[src/rtl/row_pkg.sv]
// Shared definitions for the row datapath: lane widths, row shape,
// serializer state encoding and the byte-rotation index helper.
package row_pkg;

  localparam int DATA_W    = 8;
  localparam int NUM_BYTES = 4;
  localparam int IDX_W     = 2;

  localparam logic [IDX_W-1:0] LAST_IDX = IDX_W'(NUM_BYTES - 1);

  typedef enum logic {
    IDLE = 1'b0,
    SEND = 1'b1
  } state_e;

  typedef logic [DATA_W-1:0]          byte_t;
  typedef byte_t [NUM_BYTES-1:0]      row_t;

  // Source lane for output lane k under a left rotation by rot.
  // The 2-bit add wraps naturally, giving (k + rot) mod 4.
  function automatic logic [IDX_W-1:0] rot_src(input logic [IDX_W-1:0] k,
                                               input logic [IDX_W-1:0] rot);
    return k + rot;
  endfunction

endpackage

[src/rtl/row_rotate.sv]
// Combinational left byte-rotation of one row (ShiftRows-style).
// out[k] = in[(k + rot) mod 4]; rot = 0 is a pass-through.
module row_rotate
  import row_pkg::*;
#(
  parameter int DW = row_pkg::DATA_W
) (
  input  logic [NUM_BYTES-1:0][DW-1:0] row_i,
  input  logic [IDX_W-1:0]             rot_i,
  output logic [NUM_BYTES-1:0][DW-1:0] row_o
);

  // Select each output lane from its rotated source lane.
  always_comb begin
    row_o = '0;
    for (int k = 0; k < NUM_BYTES; k++) begin
      row_o[k] = row_i[rot_src(IDX_W'(k), rot_i)];
    end
  end

endmodule

[src/rtl/row_serializer.sv]
// Row-to-byte serializer: captures a 4-byte row (optionally rotated) over a
// valid/ready handshake and streams it out one byte per beat with index and
// last flags. in_ready looks through out_ready on the final byte so rows can
// follow each other with no idle cycle.
//
// state | meaning
// ------+------------------------------------------------------------
// IDLE  | no row held; ready to capture, output stream idle
// SEND  | row held in buffer; byte buf[idx] presented on the output
module row_serializer
  import row_pkg::*;
#(
  parameter int DATA_W    = row_pkg::DATA_W,
  parameter int NUM_BYTES = row_pkg::NUM_BYTES
) (
  input  logic              clock,
  input  logic              reset,
  input  logic              in_valid,
  output logic              in_ready,
  input  logic [DATA_W-1:0] in0,
  input  logic [DATA_W-1:0] in1,
  input  logic [DATA_W-1:0] in2,
  input  logic [DATA_W-1:0] in3,
  input  logic [1:0]        rot,
  output logic              out_valid,
  input  logic              out_ready,
  output logic [DATA_W-1:0] out_data,
  output logic [1:0]        out_idx,
  output logic              out_last,
  output logic              busy
);

  state_e                            state_q;
  logic [IDX_W-1:0]                  idx_q;
  logic [IDX_W-1:0]                  idx_d;
  logic [NUM_BYTES-1:0][DATA_W-1:0]  buf_q;
  logic [DATA_W-1:0]                 out_data_q;
  logic                              out_last_q;

  logic [NUM_BYTES-1:0][DATA_W-1:0]  in_row;
  logic [NUM_BYTES-1:0][DATA_W-1:0]  rot_row;
  logic                              capture;
  logic                              beat;

  assign in_row = {in3, in2, in1, in0};

  row_rotate #(
    .DW (DATA_W)
  ) u_rotate (
    .row_i (in_row),
    .rot_i (rot),
    .row_o (rot_row)
  );

  // Handshake qualifiers; in_ready opens on the last beat so a waiting row
  // is taken in the same cycle the current one finishes.
  always_comb begin
    out_valid = (state_q == SEND);
    in_ready  = (state_q == IDLE) | ((state_q == SEND) & out_last_q & out_ready);
    beat      = out_valid & out_ready;
    capture   = in_valid & in_ready;
    idx_d     = idx_q + 1'b1;
  end

  // Serializer FSM with registered byte/last outputs.
  always_ff @(posedge clock or posedge reset) begin
    if (reset) begin
      state_q    <= IDLE;
      idx_q      <= '0;
      buf_q      <= '0;
      out_data_q <= '0;
      out_last_q <= 1'b0;
    end else if (capture) begin
      // New row: covers both the idle case and the chained last-beat case.
      state_q    <= SEND;
      buf_q      <= rot_row;
      idx_q      <= '0;
      out_data_q <= rot_row[0];
      out_last_q <= 1'b0;
    end else if (beat) begin
      if (out_last_q) begin
        state_q    <= IDLE;
        idx_q      <= '0;
        out_last_q <= 1'b0;
      end else begin
        idx_q      <= idx_d;
        out_data_q <= buf_q[idx_d];
        out_last_q <= (idx_d == LAST_IDX);
      end
    end
  end

  assign out_data = out_data_q;
  assign out_idx  = idx_q;
  assign out_last = out_last_q;
  assign busy     = (state_q == SEND);

endmodule

[config.mk]
export PLATFORM = sky130hd
export DESIGN_NAME = row_serializer
export DESIGN_NICKNAME = d
export VERILOG_FILES = /design/src/rtl/row_pkg.sv /design/src/rtl/row_rotate.sv /design/src/rtl/row_serializer.sv
export SDC_FILE = /design/constraint.sdc
export NUM_CORES = 1
export LEC_CHECK = 0
export ABC_AREA = 1
export CORE_MARGIN = 2
export CORE_UTILIZATION = 49
export CTS_CLUSTER_DIAMETER = 50
export DETAILED_ROUTE_END_ITERATION = 8
export GPL_ROUTABILITY_DRIVEN = 0
export MAX_ROUTING_LAYER = met4
export PLACE_DENSITY = 0.85
export SLEW_MARGIN = 30
export SYNTH_ARGS = -nofsm -noshare
export SYNTH_HDL_FRONTEND = slang
export SYNTH_HIERARCHICAL = 1
export SYNTH_SLANG_ARGS = --single-unit
export TNS_END_PERCENT = 100
[constraint.sdc]
create_clock -name clock -period 1.6 [get_ports clock]
set_input_delay 0.4 -clock clock [delete_from_list [all_inputs] [get_ports clock]]
set_output_delay 0.4 -clock clock [all_outputs]
set_load 0.005 [all_outputs]
==> out/results.txt <==
clock skew -> 8.77 ps
Internal -> 3600 uW
IO Count -> 52
TritonCTS buffer count -> 5
Residual DRC -> 2
initial antenna violation count -> 0
leakage -> 0.00233 uW
first-pass GRT wire length -> 13,000 um
part of the power in registers -> 30.5%
CP bufs+invs -> 1
CP required -> 1200 ps
Crit Path Max Fanout -> 2
clk root buf -> clkbuf_8
Net Count, Synth -> 543
Crit path depth -> 1
PnR worst setup slack -> 25.4 ps
Die H -> 85.9 um
CP Data Arrival Time -> 1170 ps
Yosys warnings -> 6
Final Core Density -> 64.4%
largest net degree at the start of global routing -> 45
largest delay contributor family on the critical path -> buffers and inverters
port buffer count -> 51
Final HPWL DP -> 5790 um
initial core utilization -> 51.2%
Final Critical Period -> 1570 ps
maximum vdd drop -> 1050 uV
sw frac -> 40.5%
RSZ-0062 raised after global routing -> no
Post-Synthesis Cell Area -> 0.00329 mm^2
status -> complete, but fails checks
All-Layer GR Usage -> 22.3%
Setup Viol. Count Final -> 0
Die Wd -> 85.9 um
starting DRC count in detailed routing -> 193
combinational share of power -> 55.7%
Netlist cell types -> 20
Mapped Cells -> 504
Worst Max-Slew Pin Slew -> 289 ps
WL met1 -> 3180 um
CP peak stage delay -> 510 ps
H-tree levels -> 2
Top Layer Used -> met4
CP Class -> reg2out
Net count, final -> 612
CP max-delay cell -> clkdlybuf4s50_1
vias in the first global route -> 3,070
Worst R2R Start -> out_idx[0]$_DFFE_PP0P_
Max Clk Rate -> 0.635 GHz
Met2 Wirelength -> 4080 um
First-pass DRT Iterations -> 7
Total Wirelength -> 7700 um
sequential element share of the synthesized area -> 33.5%
Critical Path Sink Type -> output port
CP Launch Type -> register
Vias/cell -> 5.01
flops & latches, synth -> 44
register clock-pin slew on the reported worst setup and hold paths -> 80 ps
Fin Hold WS -> 465 ps
PD cells -> 1460 mW/mm^2
Final Slew Violations -> 0
FF-to-FF path depth -> 7
r2r setup slk -> 160 ps
pre-CTS setup slack -> -328 ps
CTS tree -> built
post-route ant nets -> 0
fraction of layout cells with a size suffix above 1 -> 17.8%
Core Area -> 0.00642 mm^2
violated checks -> design-rule violations
R2R Path End -> out_data[1]$_DFFE_PP0P_
Final Power -> 6050 uW
Clock Path Buffers -> 2
Hold Crit Class -> in2async
synthesized area per cell -> 6.52 um^2
Sinks on Clock Net -> 44
worst path cell trace -> clkdlybuf4s50_1
Clock Latency Late Sink -> 300 ps
n_diodes -> 0
die area -> 0.00738 mm^2
Rel. slew slack -> 80.7%
Routed WL per cell -> 11.8 um
max-cap viol count -> 0
Tcrit/Tclk final -> 98.4%
GRT overflow -> 0
switching power -> 2450 uW
clock share of power -> 13.8%
Final Hold Violating Endpoints -> 0
Core Rows -> 29
Layout area overhead -> 25.8%
met3 wire len -> 295 um
via count -> 3,263
power groups by stage:
stage,registers [uW],logic [uW],clock network (uW)
after detailed placement,1890,3270,0
after floorplan,1840,2340,0
after CTS,1850,3350,845
after global placement,1860,3150,0
final,1840,3370,835
after global routing,1890,3790,897
area by class of cell:
class                           count  area [um^2]
Clock inverter                      2         35.0
Multi-Input combinational cell    352         1640
Clock buffer                        6         72.6
Tap cell                           77         96.3
Timing Repair Buffer               88          866
Fill cell                         563         2290
Sequential cell                    44         1100
Inverter                           82          320
cell families (layout without fill, tap and decap cells):
logic type      Yosys count  count (layout)  synth area share (%)
simple gates            308             308                  39.5
buf+inv                 108             178                  16.6
flops                    44              44                  33.5
compound gates           43              43                  9.97
fa+ha+maj                 1               1                 0.381
stage by stage:
step	cell area, um^2	setup TNS [ps]	std cells
after CTS	4090	0	649
after floorplan	3290	0	504
after global placement	3960	-8100	637
after global routing	4130	0	651
after detailed placement	3960	-10350	637
final	4130	0	651
flip-flops by register name (all words and copies together), names as in the netlist:
| signal | count |
|---|---|
| buf_q | 32 |
| busy | 1 |
| out_data | 8 |
| out_idx | 2 |
| out_last | 1 |
worst max-delay path by stage:
stage	endpoint	from	slack [ps]
5_1_grt	out_data[5]	out_data[5]$_DFFE_PP0P_	6
4_1_cts	out_data[1]$_DFFE_PP0P_	rot[0]	6
6_report	out_data[5]	out_data[5]$_DFFE_PP0P_	30
3_3_place_gp	in_ready	out_ready	-320
2_1_floorplan	out_data[0]$_DFFE_PP0P_	out_idx[0]$_DFFE_PP0P_	20
3_5_place_dp	in_ready	out_ready	-330
cells in the mapped netlist, drive strengths merged:
| master | instances | area share [%] |
|---|---|---|
| nor2 | 10 | 1.6 |
| o21ai | 35 | 7.8 |
| a21oi | 8 | 2.1 |
| dfrtp | 44 | 33 |
| buf | 26 | 7.0 |
| inv | 82 | 9.6 |
| nand2 | 240 | 29 |
| nand3 | 58 | 8.8 |
| ha | 1 | 0.38 |
cells in the final DEF (no fill, tap or decap), types with 4 or more instances in the layout:
master,n
nor2_1,8
dlymetal6s2s_1,6
nand2_1,224
clkbuf_8,5
buf_4,30
inv_1,75
nand2_2,13
clkdlybuf4s50_1,42
o21ai_2,22
inv_2,4
buf_12,5
o21ai_0,10
dfrtp_1,43
a21oi_2,8
nand3_1,58
routing by layer:
metal | GRT usage, % | up-vias
met5 | - | -
met4 | 5.77 | 0
met3 | 3.27 | 12
met2 | 40.4 | 71
met1 | 25.8 | 1517
li1 | - | 1663
what timing repair did:
item	4_1_cts	5_1_grt
resized for setup	7	10
setup endpoints to repair	6	38
buffers inserted	4	2
hold buffers	0	0
Power figures use the tool's default switching activity.
==> variant, RTL diff (same flow settings) <==
`DATA_W`: 8 -> 10.
--- a/src/rtl/row_pkg.sv
+++ b/src/rtl/row_pkg.sv
@@ -2,7 +2,7 @@
 // serializer state encoding and the byte-rotation index helper.
 package row_pkg;
 
-  localparam int DATA_W    = 8;
+  localparam int DATA_W    = 10;
   localparam int NUM_BYTES = 4;
   localparam int IDX_W     = 2;
 
Interface: changed (5 resized); port bits go from 52 to 62. The function was not compared with the original's and may differ.
==> variant against the unedited design <==
- design area up 17%
- synthesized cell count up 24%
- sequential cell count up 10
- wire length up 19%
- power up 16%
- synthesized area up 17%
- setup slack better by 0.0072 ns
- register-to-register slack worse by 0.12 ns
- clock skew down 0.0054 ns
- sequential power up 22%
- combinational power up 14%
==> variant: results (changes against the unedited design) <==
stage,metric,value,unit,change
outcome,run status,"complete, no violations",,
global_routing,met1 Use GR,29.61,%,+3.9 points
drt,Metal-1 WL,4238,µm,+33%
drt,metal2 WL,4378,µm,+7.2%
cells_and_area,fill count,685,,+22%
cells_and_area,Clock buf/inv share,2.275,%,-0.33 points
critical_path,crit path from,out_data[8],,
drt,WL/cell,11.54,µm,-2.4%
cells_and_area,nets@finish,737,,+20%
cells_and_area,register area,0.001353,mm²,+23%
logic_synthesis,Synthesized Nets,671,,+24%
global_routing,largest net degree at the start of global routing,55,,+22%
cells_and_area,Multi-input gate area,0.001864,mm²,+14%
global_routing,number of global-route vias before repair,3559,,+16%
power,power share of the combinational group,55.0,%,-0.7 points
die,CORE AREA,0.007687,mm²,+20%
logic_synthesis,Post-Syn Area per Cell,6.178,µm²,-5.3%
drt,WL met3,455,µm,+54%
cells_and_area,Final non-clock buffer share,20.53,%,-0.42 points
logic_synthesis,Area contributors post-synth,"dfrtp_1 35%, nand2_1 28%, nand3_1 9.2%",,
placed_design,Placed Area,0.004632,mm²,+17%
power,Sequential Power,2.25,mW,+22%
cells_and_area,final std cells w/o fill,793,,+22%
placed_design,dpl cells,778,,+22%
logic_synthesis,post-synthesis compound-gate area fraction,7.855,%,-2.1 points
clock_network,CTS sink count,54,,+23%
cells_and_area,max FFs per register,40,,+25%
logic_synthesis,Synth Area in Adders,0.3246,%,-0.056 points
cells_and_area,layout cells sized above 1,9.696,%,-8.1 points
placed_design,Placement Setup Slack,-0.3557,ns,-0.02734 ns
cells_and_area,count of plain and timing-repair buffers,95,,+8.0%
drt,DR pass1 iterations,5,,-2
power,Net Sw Power,2.874,mW,+17%
timing,Rel. slew slack,80.30,%,-0.37 points
global_routing,M3 GR Usage,3.417,%,+0.15 points
logic_synthesis,"Seq/Total Area, Yosys",35.05,%,+1.6 points
cells_and_area,count of multi-input gates,433,,+23%
power,VDD IR max,0.5361,mV,-49%
drt,initial DRC count,218,,+13%
placed_design,hpwl dp,6898,µm,+19%
cells_and_area,fin util,62.96,%,-1.4 points
cells_and_area,Logic inverters,101,,+23%
power,Power Density,1447,mW/mm²,-1.1%
timing,Final Skew,0.003382,ns,-0.005387 ns
global_routing,initial antenna violation count,0,,unchanged
==> variant: changes by cell type after synthesis, moves of 3 or more <==
cell | unedited run | this run
buf_4 | 6 | 9
clkinv_1 | 0 | 10
dfrtp_1 | 44 | 54
nand2_1 | 224 | 289
buf_2 | 8 | 14
nand2_2 | 13 | 5
inv_1 | 76 | 87
o21ai_2 | 22 | 0
nand2_4 | 3 | 0
o21ai_0 | 10 | 41
buf_8 | 3 | 0
nand3_1 | 58 | 71
==> variant: path summary, 6_finish.rpt <==
check                              endpoint  slack [ns]  cells after the start
max in group asynchronous              busy        0.83                      3
worst max-delay path            out_data[8]        0.03                      1
worst min register to register  out_data[7]        0.52                      2
worst max register to register  out_data[3]        0.04                      7
min in group clock              out_data[7]        0.52                      2
worst min-delay path               buf_q[8]        0.49                      3
==> variant: timing repair <==
item	4_1_cts	5_1_grt
gates resized for setup	10	13
cloned	0	0
setup buffers	3	4
pin swaps	0	1
endpoints found under the setup margin	24	44
